[src/rtl/sram_arbiter_if.sv]
// Bus bundle between two requesting ports, the arbiter and a single-port SRAM.
// The slave modport is the arbiter's view; master is the surrounding system.
interface sram_arbiter_if #(
    parameter int unsigned ADDR_W = 16
);
    localparam int unsigned DATA_W = 32;

    logic              p0_req;
    logic              p0_we;
    logic [1:0]        p0_size;
    logic [ADDR_W-1:0] p0_addr;
    logic [DATA_W-1:0] p0_wdata;
    logic              p0_gnt;
    logic              p0_rvalid;
    logic [DATA_W-1:0] p0_rdata;
    logic              p0_err;

    logic              p1_req;
    logic              p1_we;
    logic [1:0]        p1_size;
    logic [ADDR_W-1:0] p1_addr;
    logic [DATA_W-1:0] p1_wdata;
    logic              p1_gnt;
    logic              p1_rvalid;
    logic [DATA_W-1:0] p1_rdata;
    logic              p1_err;

    logic [3:0]        sram_w_en;
    logic [ADDR_W-1:0] sram_address;
    logic [DATA_W-1:0] sram_write_data;
    logic [DATA_W-1:0] sram_read_data;

    modport slave (
        input  p0_req, p0_we, p0_size, p0_addr, p0_wdata,
        output p0_gnt, p0_rvalid, p0_rdata, p0_err,
        input  p1_req, p1_we, p1_size, p1_addr, p1_wdata,
        output p1_gnt, p1_rvalid, p1_rdata, p1_err,
        output sram_w_en, sram_address, sram_write_data,
        input  sram_read_data
    );

    modport master (
        output p0_req, p0_we, p0_size, p0_addr, p0_wdata,
        input  p0_gnt, p0_rvalid, p0_rdata, p0_err,
        output p1_req, p1_we, p1_size, p1_addr, p1_wdata,
        input  p1_gnt, p1_rvalid, p1_rdata, p1_err,
        input  sram_w_en, sram_address, sram_write_data,
        output sram_read_data
    );
endinterface

[src/rtl/sram_arbiter.sv]
// Two-port arbiter in front of a single-port SRAM: one access per cycle, one-cycle response.
// Define SRAM_ARB_RR_EN for round-robin conflict resolution; otherwise p1 always wins.
module sram_arbiter #(
    parameter int unsigned ADDR_W = 16
) (
    input  logic clk,
    input  logic rst,
    sram_arbiter_if.slave bus
);
    localparam int unsigned DATA_W = 32;
    localparam logic [1:0]  SIZE_BYTE = 2'b00;
    localparam logic [1:0]  SIZE_HALF = 2'b01;
    localparam logic [1:0]  SIZE_WORD = 2'b10;
    localparam logic [1:0]  SIZE_BAD  = 2'b11;

    logic              gnt0_c;
    logic              gnt1_c;
    logic              any_gnt_c;
    logic              sel_we_c;
    logic [1:0]        sel_size_c;
    logic [ADDR_W-1:0] sel_addr_c;
    logic [DATA_W-1:0] sel_wdata_c;
    logic              illegal_c;
    logic [3:0]        w_en_c;

    logic              rvalid0_q;
    logic              rvalid1_q;
    logic              err0_q;
    logic              err1_q;
    logic [DATA_W-1:0] rdata0_q;
    logic [DATA_W-1:0] rdata1_q;

`ifdef SRAM_ARB_RR_EN
    // Set when p1 won the most recent conflict; only conflict cycles move it.
    logic last_p1_q;

    always_ff @(posedge clk) begin
        if (rst) begin
            last_p1_q <= 1'b1;
        end else if (bus.p0_req && bus.p1_req) begin
            last_p1_q <= gnt1_c;
        end
    end
`endif

    // Grant selection; nothing is granted while in reset.
    always_comb begin
        gnt0_c = 1'b0;
        gnt1_c = 1'b0;
        if (!rst) begin
            if (bus.p0_req && bus.p1_req) begin
`ifdef SRAM_ARB_RR_EN
                gnt0_c = last_p1_q;
                gnt1_c = !last_p1_q;
`else
                gnt1_c = 1'b1;
`endif
            end else begin
                gnt0_c = bus.p0_req;
                gnt1_c = bus.p1_req;
            end
        end
    end

    // Winner's request fields; zero when idle.
    always_comb begin
        sel_we_c    = 1'b0;
        sel_size_c  = SIZE_BYTE;
        sel_addr_c  = '0;
        sel_wdata_c = '0;
        if (gnt1_c) begin
            sel_we_c    = bus.p1_we;
            sel_size_c  = bus.p1_size;
            sel_addr_c  = bus.p1_addr;
            sel_wdata_c = bus.p1_wdata;
        end else if (gnt0_c) begin
            sel_we_c    = bus.p0_we;
            sel_size_c  = bus.p0_size;
            sel_addr_c  = bus.p0_addr;
            sel_wdata_c = bus.p0_wdata;
        end
    end

    assign any_gnt_c = gnt0_c || gnt1_c;
    assign illegal_c = any_gnt_c && (sel_size_c == SIZE_BAD);

    // Byte-lane write enables; illegal sizes and reads write nothing.
    always_comb begin
        w_en_c = 4'b0000;
        if (any_gnt_c && sel_we_c) begin
            case (sel_size_c)
                SIZE_BYTE: w_en_c = 4'b0001;
                SIZE_HALF: w_en_c = 4'b0011;
                SIZE_WORD: w_en_c = 4'b1111;
                default:   w_en_c = 4'b0000;
            endcase
        end
    end

    // Response registers: capture pre-write SRAM data for whichever port won.
    always_ff @(posedge clk) begin
        if (rst) begin
            rvalid0_q <= 1'b0;
            rvalid1_q <= 1'b0;
            err0_q    <= 1'b0;
            err1_q    <= 1'b0;
            rdata0_q  <= '0;
            rdata1_q  <= '0;
        end else begin
            rvalid0_q <= gnt0_c;
            rvalid1_q <= gnt1_c;
            err0_q    <= gnt0_c && illegal_c;
            err1_q    <= gnt1_c && illegal_c;
            if (gnt0_c) begin
                rdata0_q <= illegal_c ? '0 : bus.sram_read_data;
            end
            if (gnt1_c) begin
                rdata1_q <= illegal_c ? '0 : bus.sram_read_data;
            end
        end
    end

    assign bus.p0_gnt          = gnt0_c;
    assign bus.p1_gnt          = gnt1_c;
    assign bus.sram_w_en       = w_en_c;
    assign bus.sram_address    = sel_addr_c;
    assign bus.sram_write_data = sel_wdata_c;

    // Masked by rst so a response landing as reset asserts is dropped immediately.
    assign bus.p0_rvalid = rvalid0_q && !rst;
    assign bus.p1_rvalid = rvalid1_q && !rst;
    assign bus.p0_err    = err0_q && !rst;
    assign bus.p1_err    = err1_q && !rst;
    assign bus.p0_rdata  = rst ? '0 : rdata0_q;
    assign bus.p1_rdata  = rst ? '0 : rdata1_q;
endmodule

[src/flat_wrapper.sv]
// flat-port wrapper written by rule: the top's interface ports become plain ports
module sram_arbiter_flat 
#(
    parameter int unsigned ADDR_W = 16
)
  (clk, rst, bus_p0_req, bus_p0_we, bus_p0_size, bus_p0_addr, bus_p0_wdata, bus_p0_gnt, bus_p0_rvalid, bus_p0_rdata, bus_p0_err, bus_p1_req, bus_p1_we, bus_p1_size, bus_p1_addr, bus_p1_wdata, bus_p1_gnt, bus_p1_rvalid, bus_p1_rdata, bus_p1_err, bus_sram_w_en, bus_sram_address, bus_sram_write_data, bus_sram_read_data);
  sram_arbiter_if #(.ADDR_W(ADDR_W)) bus_i ();
  input  logic clk;
  input  logic rst;
  input wire logic [$bits(bus_i.p0_req)-1:0] bus_p0_req;
  input wire logic [$bits(bus_i.p0_we)-1:0] bus_p0_we;
  input wire logic [$bits(bus_i.p0_size)-1:0] bus_p0_size;
  input wire logic [$bits(bus_i.p0_addr)-1:0] bus_p0_addr;
  input wire logic [$bits(bus_i.p0_wdata)-1:0] bus_p0_wdata;
  output wire logic [$bits(bus_i.p0_gnt)-1:0] bus_p0_gnt;
  output wire logic [$bits(bus_i.p0_rvalid)-1:0] bus_p0_rvalid;
  output wire logic [$bits(bus_i.p0_rdata)-1:0] bus_p0_rdata;
  output wire logic [$bits(bus_i.p0_err)-1:0] bus_p0_err;
  input wire logic [$bits(bus_i.p1_req)-1:0] bus_p1_req;
  input wire logic [$bits(bus_i.p1_we)-1:0] bus_p1_we;
  input wire logic [$bits(bus_i.p1_size)-1:0] bus_p1_size;
  input wire logic [$bits(bus_i.p1_addr)-1:0] bus_p1_addr;
  input wire logic [$bits(bus_i.p1_wdata)-1:0] bus_p1_wdata;
  output wire logic [$bits(bus_i.p1_gnt)-1:0] bus_p1_gnt;
  output wire logic [$bits(bus_i.p1_rvalid)-1:0] bus_p1_rvalid;
  output wire logic [$bits(bus_i.p1_rdata)-1:0] bus_p1_rdata;
  output wire logic [$bits(bus_i.p1_err)-1:0] bus_p1_err;
  output wire logic [$bits(bus_i.sram_w_en)-1:0] bus_sram_w_en;
  output wire logic [$bits(bus_i.sram_address)-1:0] bus_sram_address;
  output wire logic [$bits(bus_i.sram_write_data)-1:0] bus_sram_write_data;
  input wire logic [$bits(bus_i.sram_read_data)-1:0] bus_sram_read_data;
  assign bus_i.p0_req = bus_p0_req;
  assign bus_i.p0_we = bus_p0_we;
  assign bus_i.p0_size = bus_p0_size;
  assign bus_i.p0_addr = bus_p0_addr;
  assign bus_i.p0_wdata = bus_p0_wdata;
  assign bus_p0_gnt = bus_i.p0_gnt;
  assign bus_p0_rvalid = bus_i.p0_rvalid;
  assign bus_p0_rdata = bus_i.p0_rdata;
  assign bus_p0_err = bus_i.p0_err;
  assign bus_i.p1_req = bus_p1_req;
  assign bus_i.p1_we = bus_p1_we;
  assign bus_i.p1_size = bus_p1_size;
  assign bus_i.p1_addr = bus_p1_addr;
  assign bus_i.p1_wdata = bus_p1_wdata;
  assign bus_p1_gnt = bus_i.p1_gnt;
  assign bus_p1_rvalid = bus_i.p1_rvalid;
  assign bus_p1_rdata = bus_i.p1_rdata;
  assign bus_p1_err = bus_i.p1_err;
  assign bus_sram_w_en = bus_i.sram_w_en;
  assign bus_sram_address = bus_i.sram_address;
  assign bus_sram_write_data = bus_i.sram_write_data;
  assign bus_i.sram_read_data = bus_sram_read_data;
  sram_arbiter #(.ADDR_W(ADDR_W)) u_core (.clk(clk), .rst(rst), .bus(bus_i));
endmodule
[config.mk]
export PLATFORM = sky130hd
export DESIGN_NAME = sram_arbiter_flat
export DESIGN_NICKNAME = d
export VERILOG_FILES = /design/src/rtl/sram_arbiter_if.sv /design/src/rtl/sram_arbiter.sv /design/src/flat_wrapper.sv
export SDC_FILE = /design/constraint.sdc
export NUM_CORES = 1
export LEC_CHECK = 0
export ABC_AREA = 1
export BUFFER_PORTS_ARGS = -buffer_cell sky130_fd_sc_hd__buf_2
export CORE_MARGIN = 4
export CORE_UTILIZATION = 30
export DETAILED_ROUTE_END_ITERATION = 12
export GPL_TIMING_DRIVEN = 0
export HOLD_SLACK_MARGIN = 0.05
export SYNTH_ARGS = -nofsm -noshare
export SYNTH_HDL_FRONTEND = slang
export SYNTH_SLANG_ARGS = --single-unit
[constraint.sdc]
create_clock -name clk -period 1.1 [get_ports clk]
set_clock_uncertainty 0.05 [all_clocks]
set_input_delay 0.055 -clock clk [delete_from_list [all_inputs] [get_ports clk]]
set_output_delay 0.055 -clock clk [all_outputs]
set_load 0.05 [all_outputs]
==> Yosys cells after proc, flatten, opt, wreduce, memory -nomap -nowiden <==
Index checks and enable logic that the tools add are counted.
{ "classes": {"add_sub_neg": 0, "n_mul": 0, "div_mod_pow": 0, "order_cmp": 0, "eq_ne": 3, "n_shift": 0, "mux": 17, "bitwise_logic": 0, "n_reduce_logical": 12} }
{ "op_table": {"columns": ["cell", "n"], "rows": [
  ["two-way mux 32 bit", 5],
  ["two-way mux 16 bit", 2],
  ["one-hot mux 4 bit (3 select lines)", 1],
  ["logical AND 1 bit", 9],
  ["two-way mux 1 bit", 6],
  ["equality test 2 bit (second input constant)", 2],
  ["two-way mux 2 bit", 2],
  ["two-way mux 4 bit", 1],
  ["equality test 2 x 1 -> 1 bit (second input constant)", 1],
  ["logical NOT 2 bit", 1],
  ["logical NOT 1 bit", 1],
  ["logical OR 1 bit", 1]
]} }
{ "word_totals": {"reg_bits": 68, "latchBits": 0, "mem_bits_rw": 0, "rom_bits": 0, "in_bits": 138, "output_inout_bits": 122, "word_cells": 38, "memories": 0} }

==> Logic depth before layout (Yosys ltp) <==
{ "depth": {"ltp_word": 8, "depth_mapped": 9, "ltp_nobuf": 7} }

==> Worst setup path before layout <==
Ideal clock, no wire load.
{ "synth_path": {"path_kind": "input to output", "start": "input port rst", "end": "output port bus_sram_w_en[3]", "t_arrival_ps": 1604, "required_time_ps": 995, "path_slack_ps": -609, "cell_stages": 7, "n_path_buf": 2, "path_cell_list": "buf_6 > inv_4 > nand3_4 > inv_2 > a22oi_1 > nor2_1 > buf_4"} }
{ "synth_between": {"elab_chain_cells": 6, "elab_cells_between_ends": 13, "classes_between": "eq/ne: 2; mux: 8; reduce/logical: 3"} }
{ "synth_rtl": {"columns": ["element", "line", "rtl"], "rows": [
  ["start, declared", "flat_wrapper.sv:9", "input logic rst;"],
  ["two-way mux 1 bit", "sram_arbiter.sv:50", "if (!rst) begin"],
  ["two-way mux 2 bit", "sram_arbiter.sv:76", "end else if (gnt0_c) begin"],
  ["two-way mux 2 bit", "sram_arbiter.sv:71", "if (gnt1_c) begin"],
  ["equality test 2 bit, or another cell as far along", "sram_arbiter.sv:91", "case (sel_size_c)"],
  ["one-hot mux 4 bit (3 select lines)", "sram_arbiter.sv:91", null],
  ["two-way mux 4 bit *", "sram_arbiter.sv:90", "if (any_gnt_c && sel_we_c) begin"],
  ["end, declared", "flat_wrapper.sv:28", "output wire logic [$bits(bus_i.sram_w_en)-1:0] bus_sram_w_en;"]
]} }
Mark *: on every way between the ends. The rest lies on a longest branch, timed or not.

==> Worst setup path after layout <==
{ "layout_path": {"start": "input port bus_p1_req", "end": "output port bus_sram_w_en[1]"} }
{ "layout_between": {"elab_chain_cells": 8, "elab_cells_between_ends": 16, "classes_between": "eq/ne: 2; mux: 10; reduce/logical: 4"} }
{ "layout_rtl": {"columns": ["element", "line", "rtl"], "rows": [
  ["start, declared", "flat_wrapper.sv:19", "input wire logic [$bits(bus_i.p1_req)-1:0] bus_p1_req;"],
  ["logical AND 1 bit", "sram_arbiter.sv:51", "if (bus.p0_req && bus.p1_req) begin"],
  ["two-way mux 1 bit", "sram_arbiter.sv:51", null],
  ["two-way mux 1 bit", "sram_arbiter.sv:50", null],
  ["two-way mux 2 bit", "sram_arbiter.sv:76", null],
  ["two-way mux 2 bit", "sram_arbiter.sv:71", null],
  ["equality test 2 bit, or another cell as far along", "sram_arbiter.sv:91", null],
  ["one-hot mux 4 bit (3 select lines)", "sram_arbiter.sv:91", null],
  ["two-way mux 4 bit *", "sram_arbiter.sv:90", null]
]} }
Marks and branches as above.

==> metrics.yaml <==
finish:
  fin_area_mm2: 0.00750
  multi_input_area_mm2: 0.00223
  area_growth_pct: 108
  seq_area_mm2: 0.00142
  fin_cells: 983
  drive_gt1_share_pct: 67.3
  nets: 974
  num-fill-cells: 1001
  fin_util_pct: 64.6
  n_antenna_cell: 0
floorplanning:
  ioPinCount: 260
  coreArea_mm2: 0.0116
  row_count: 39
  start_util_pct: 31.1
  die_area_mm2: 0.0138
  dieWidth_um: 118
  die_h_um: 118
global_route:
  grt_pass1_wl_mm: 26.1
  grt_pass1_vias: 4918
  grt_max_degree: 13
  grt-ovfl-total: 0
  track_usage_pct: 23.5
  antenna_found_initial: 0
route:
  routed-wl-met2_mm: 8.77
  top_layer: "met4"
  finalWirelength_mm: 16.9
  drt_iter0_markers: 209
  drc: 0
  wl_met3_mm: 1.43
  wl_met1_mm: 6.51
  route.vias.total: 4699
  wl_per_cell_um: 17.2
  vias_per_cell: 4.78
  postRouteAntennaNets: 0
  first_pass_iters: 5
place:
  place_ws_ps: -510
  dp.cells: 911
  routabilityCongestion: 0.926
  io_buffers: 258
  dpl_cell_area_mm2: 0.00541
  dp_hpwl_mm: 12.2
sta:
  min_period_ps: 1130
  rsz0062_at_grt: "true"
  max_freq_ghz: 0.886
  setup_slack_ps: -28.5
  drv_slew: 0
  finalHoldViolations: 0
  slew-limit-headroom_pct: 63.9
  setup_viol: 26
  fin_crit_sh_pct: 103
  worst_pin_slew_ps: 542
logic_synthesis:
  postSynthCellCount: 510
  ys_top_cells_by_area: "dfxtp_1 (38%), a22o_1 (12%), nand3_1 (11%), nand2_1 (10%), nor2_1 (7.6%)"
  synth_top_area_share_pct: 37.7
  synth_edf_count: 0
  yosysTopAreaCell: "dfxtp_1"
  netlist_area_mm2: 0.00361
  synth.most_common_cell: "nand2_1"
  yosysWarningCount: 0
  ys_ff_latch: 68
  ys.flop_type: "dfxtp_1"
  synth.avg_cell_area_um2: 7.08
  yosys-top-cells-count: "nand2_1 (98), nand3_1 (80), nor2_1 (73)"
  async_flop_share_pct: 0
  syn-num-nets: 649
  seq_area_frac_synth_pct: 37.7
  synth_cell_types: 21
outcome:
  status: "finished with violations"
  violations: "setup timing"
worst_setup_path:
  timing.rr.end: "u_core.rdata0_q[29]"
  cp.buffers_inverters: 5
  cp-end-kind: "output port"
  worstPathArrival_ps: 1020
  path_depth: 8
  worstPathRequired_ps: 1000
  cp_slowest_cell: "a22oi_2"
  start_kind: "input port"
  cp_cell_sequence: "buf_8 -> inv_8 -> nor2_4 -> buf_8 -> a22oi_2 -> buf_6 -> nor2_4 -> buf_8"
  worstPathMaxFanout: 9
  rr_startpoint: "u_core.rdata0_q[29]"
  crit_type: "input port to output port"
  reg2regPathDepth: 7
  cp_slowest_stage_delay_ps: 260
  crit_end: "bus_sram_w_en[1]"
  crit_start: "bus_p1_req"
  cpMostUsedCell: "buf_8"
  reg2reg_slack_ps: 30
  critPathTopFamily: "buffers and inverters"
clock_tree:
  numCtsBuffers: 9
  cts_tree: "built"
  cts.sinks: 68
  cts.clk_slew.worst_paths_ps: 50
  root_buffer: "clkbuf_16"
  clk_latency_ps: 320
  htree_levels: 3
  cts.path.max_buffers: 2
power:
  powerDensity_mw_per_mm2: 1130
  ir_drop_uv: 736
  fin_total_pwr_mw: 8.45
  p_leak_nw: 3.59
min_path:
  hp-class: "input port to flip-flop"
  whs_path_depth: 5
flow_run:
  cap_violations: 0
state kept, by name (all words and copies together) (netlist names):
signal	count
u_core.rdata0_q	32
u_core.rvalid1_q	1
u_core.err1_q	1
u_core.rvalid0_q	1
u_core.err0_q	1
u_core.rdata1_q	32
kinds of logic after synthesis:
| group | share of synthesized area [%] |
|---|---|
| AO/OA/AOI/OAI | 11.9 |
| flip-flops | 37.7 |
| buffers and inverters | 14.4 |
| adder cells (fa/ha/maj) | 0.347 |
| AND/OR/NAND/NOR | 35.7 |
how the worst min path moves through the flow:
stage / endpoint / start
detailed placement: u_core.rdata0_q[7] / bus_sram_read_data[7]
CTS: u_core.rdata1_q[1] / bus_p1_req
global placement: u_core.rdata1_q[31] / bus_sram_read_data[31]
floorplan: u_core.rdata0_q[1] / bus_sram_read_data[1]
finish: u_core.rdata1_q[1] / bus_p1_req
global route: u_core.rdata1_q[1] / bus_p1_req
what timing repair did:
item / in CTS / in global routing
hold endpoints to repair: 64 / 0
gates resized for setup: 317 / 129
pin swaps: 13 / 37
cloned: 1 / 0
hold buffers: 34 / 0
buffers inserted: 15 / 9
setup endpoints to repair: 122 / 112
where the power goes:
| part | total, mW | internal [mW] | switching, mW |
|---|---|---|---|
| clock network | 3.13 | 2.04 | 1.08 |
| registers | 2.69 | 2.63 | 0.0679 |
| logic | 2.63 | 1.07 | 1.57 |
area by class of cell:
cell class	instances	share of cell area, %
repair buffers	315	36.2
clock buffers	10	3.19
well taps	143	2.39
flip-flops and latches	68	19.0
repair inverters	1	0.0834
plain buffers	40	4.31
inverters	74	3.97
multi-input cells	326	29.7
clock inverters	6	1.17
worst min-delay path, delay by kind of cell:
| family | cells | cell delay, ps |
|---|---|---|
| simple gates | 2 | 110 |
| buf+inv | 3 | 270 |
per-layer routing:
| layer | global-route usage [%] | up-vias |
|---|---|---|
| met4 | 4.69 | 0 |
| met1 | 27.6 | 2202 |
| met2 | 41.3 | 188 |
| met5 | 0 | - |
| met3 | 8.27 | 22 |
| li1 | - | 2287 |
cell usage in the layout (no fill, tap or decap), types with 2 or more instances in the layout:
cell and instances:
clkbuf_2 5, inv_2 38, clkinv_4 2, a22o_2 44, dfxtp_2 49, buf_8 43
nand3_2 19, inv_8 2, a22o_4 3, clkbuf_1 8, nand2_2 5, nand2_1 96
bufinv_16 2, nor2_1 3, clkbuf_16 9, buf_2 142, buf_4 27, dlygate4sd3_1 34
clkinv_2 2, nor2_2 27, buf_6 94, nor2_4 44, dfxtp_1 19, inv_1 33
nand3_1 79
metrics by stage:
stage / hold slack (ps) / setup TNS (ps)
after floorplan: 126 / -4150
after global placement: 240 / -35660
after detailed placement: 247 / -37720
after CTS: 87.3 / -425
after global routing: 92.4 / -2530
final: 98.5 / -374
Power figures use the tool's default switching activity.
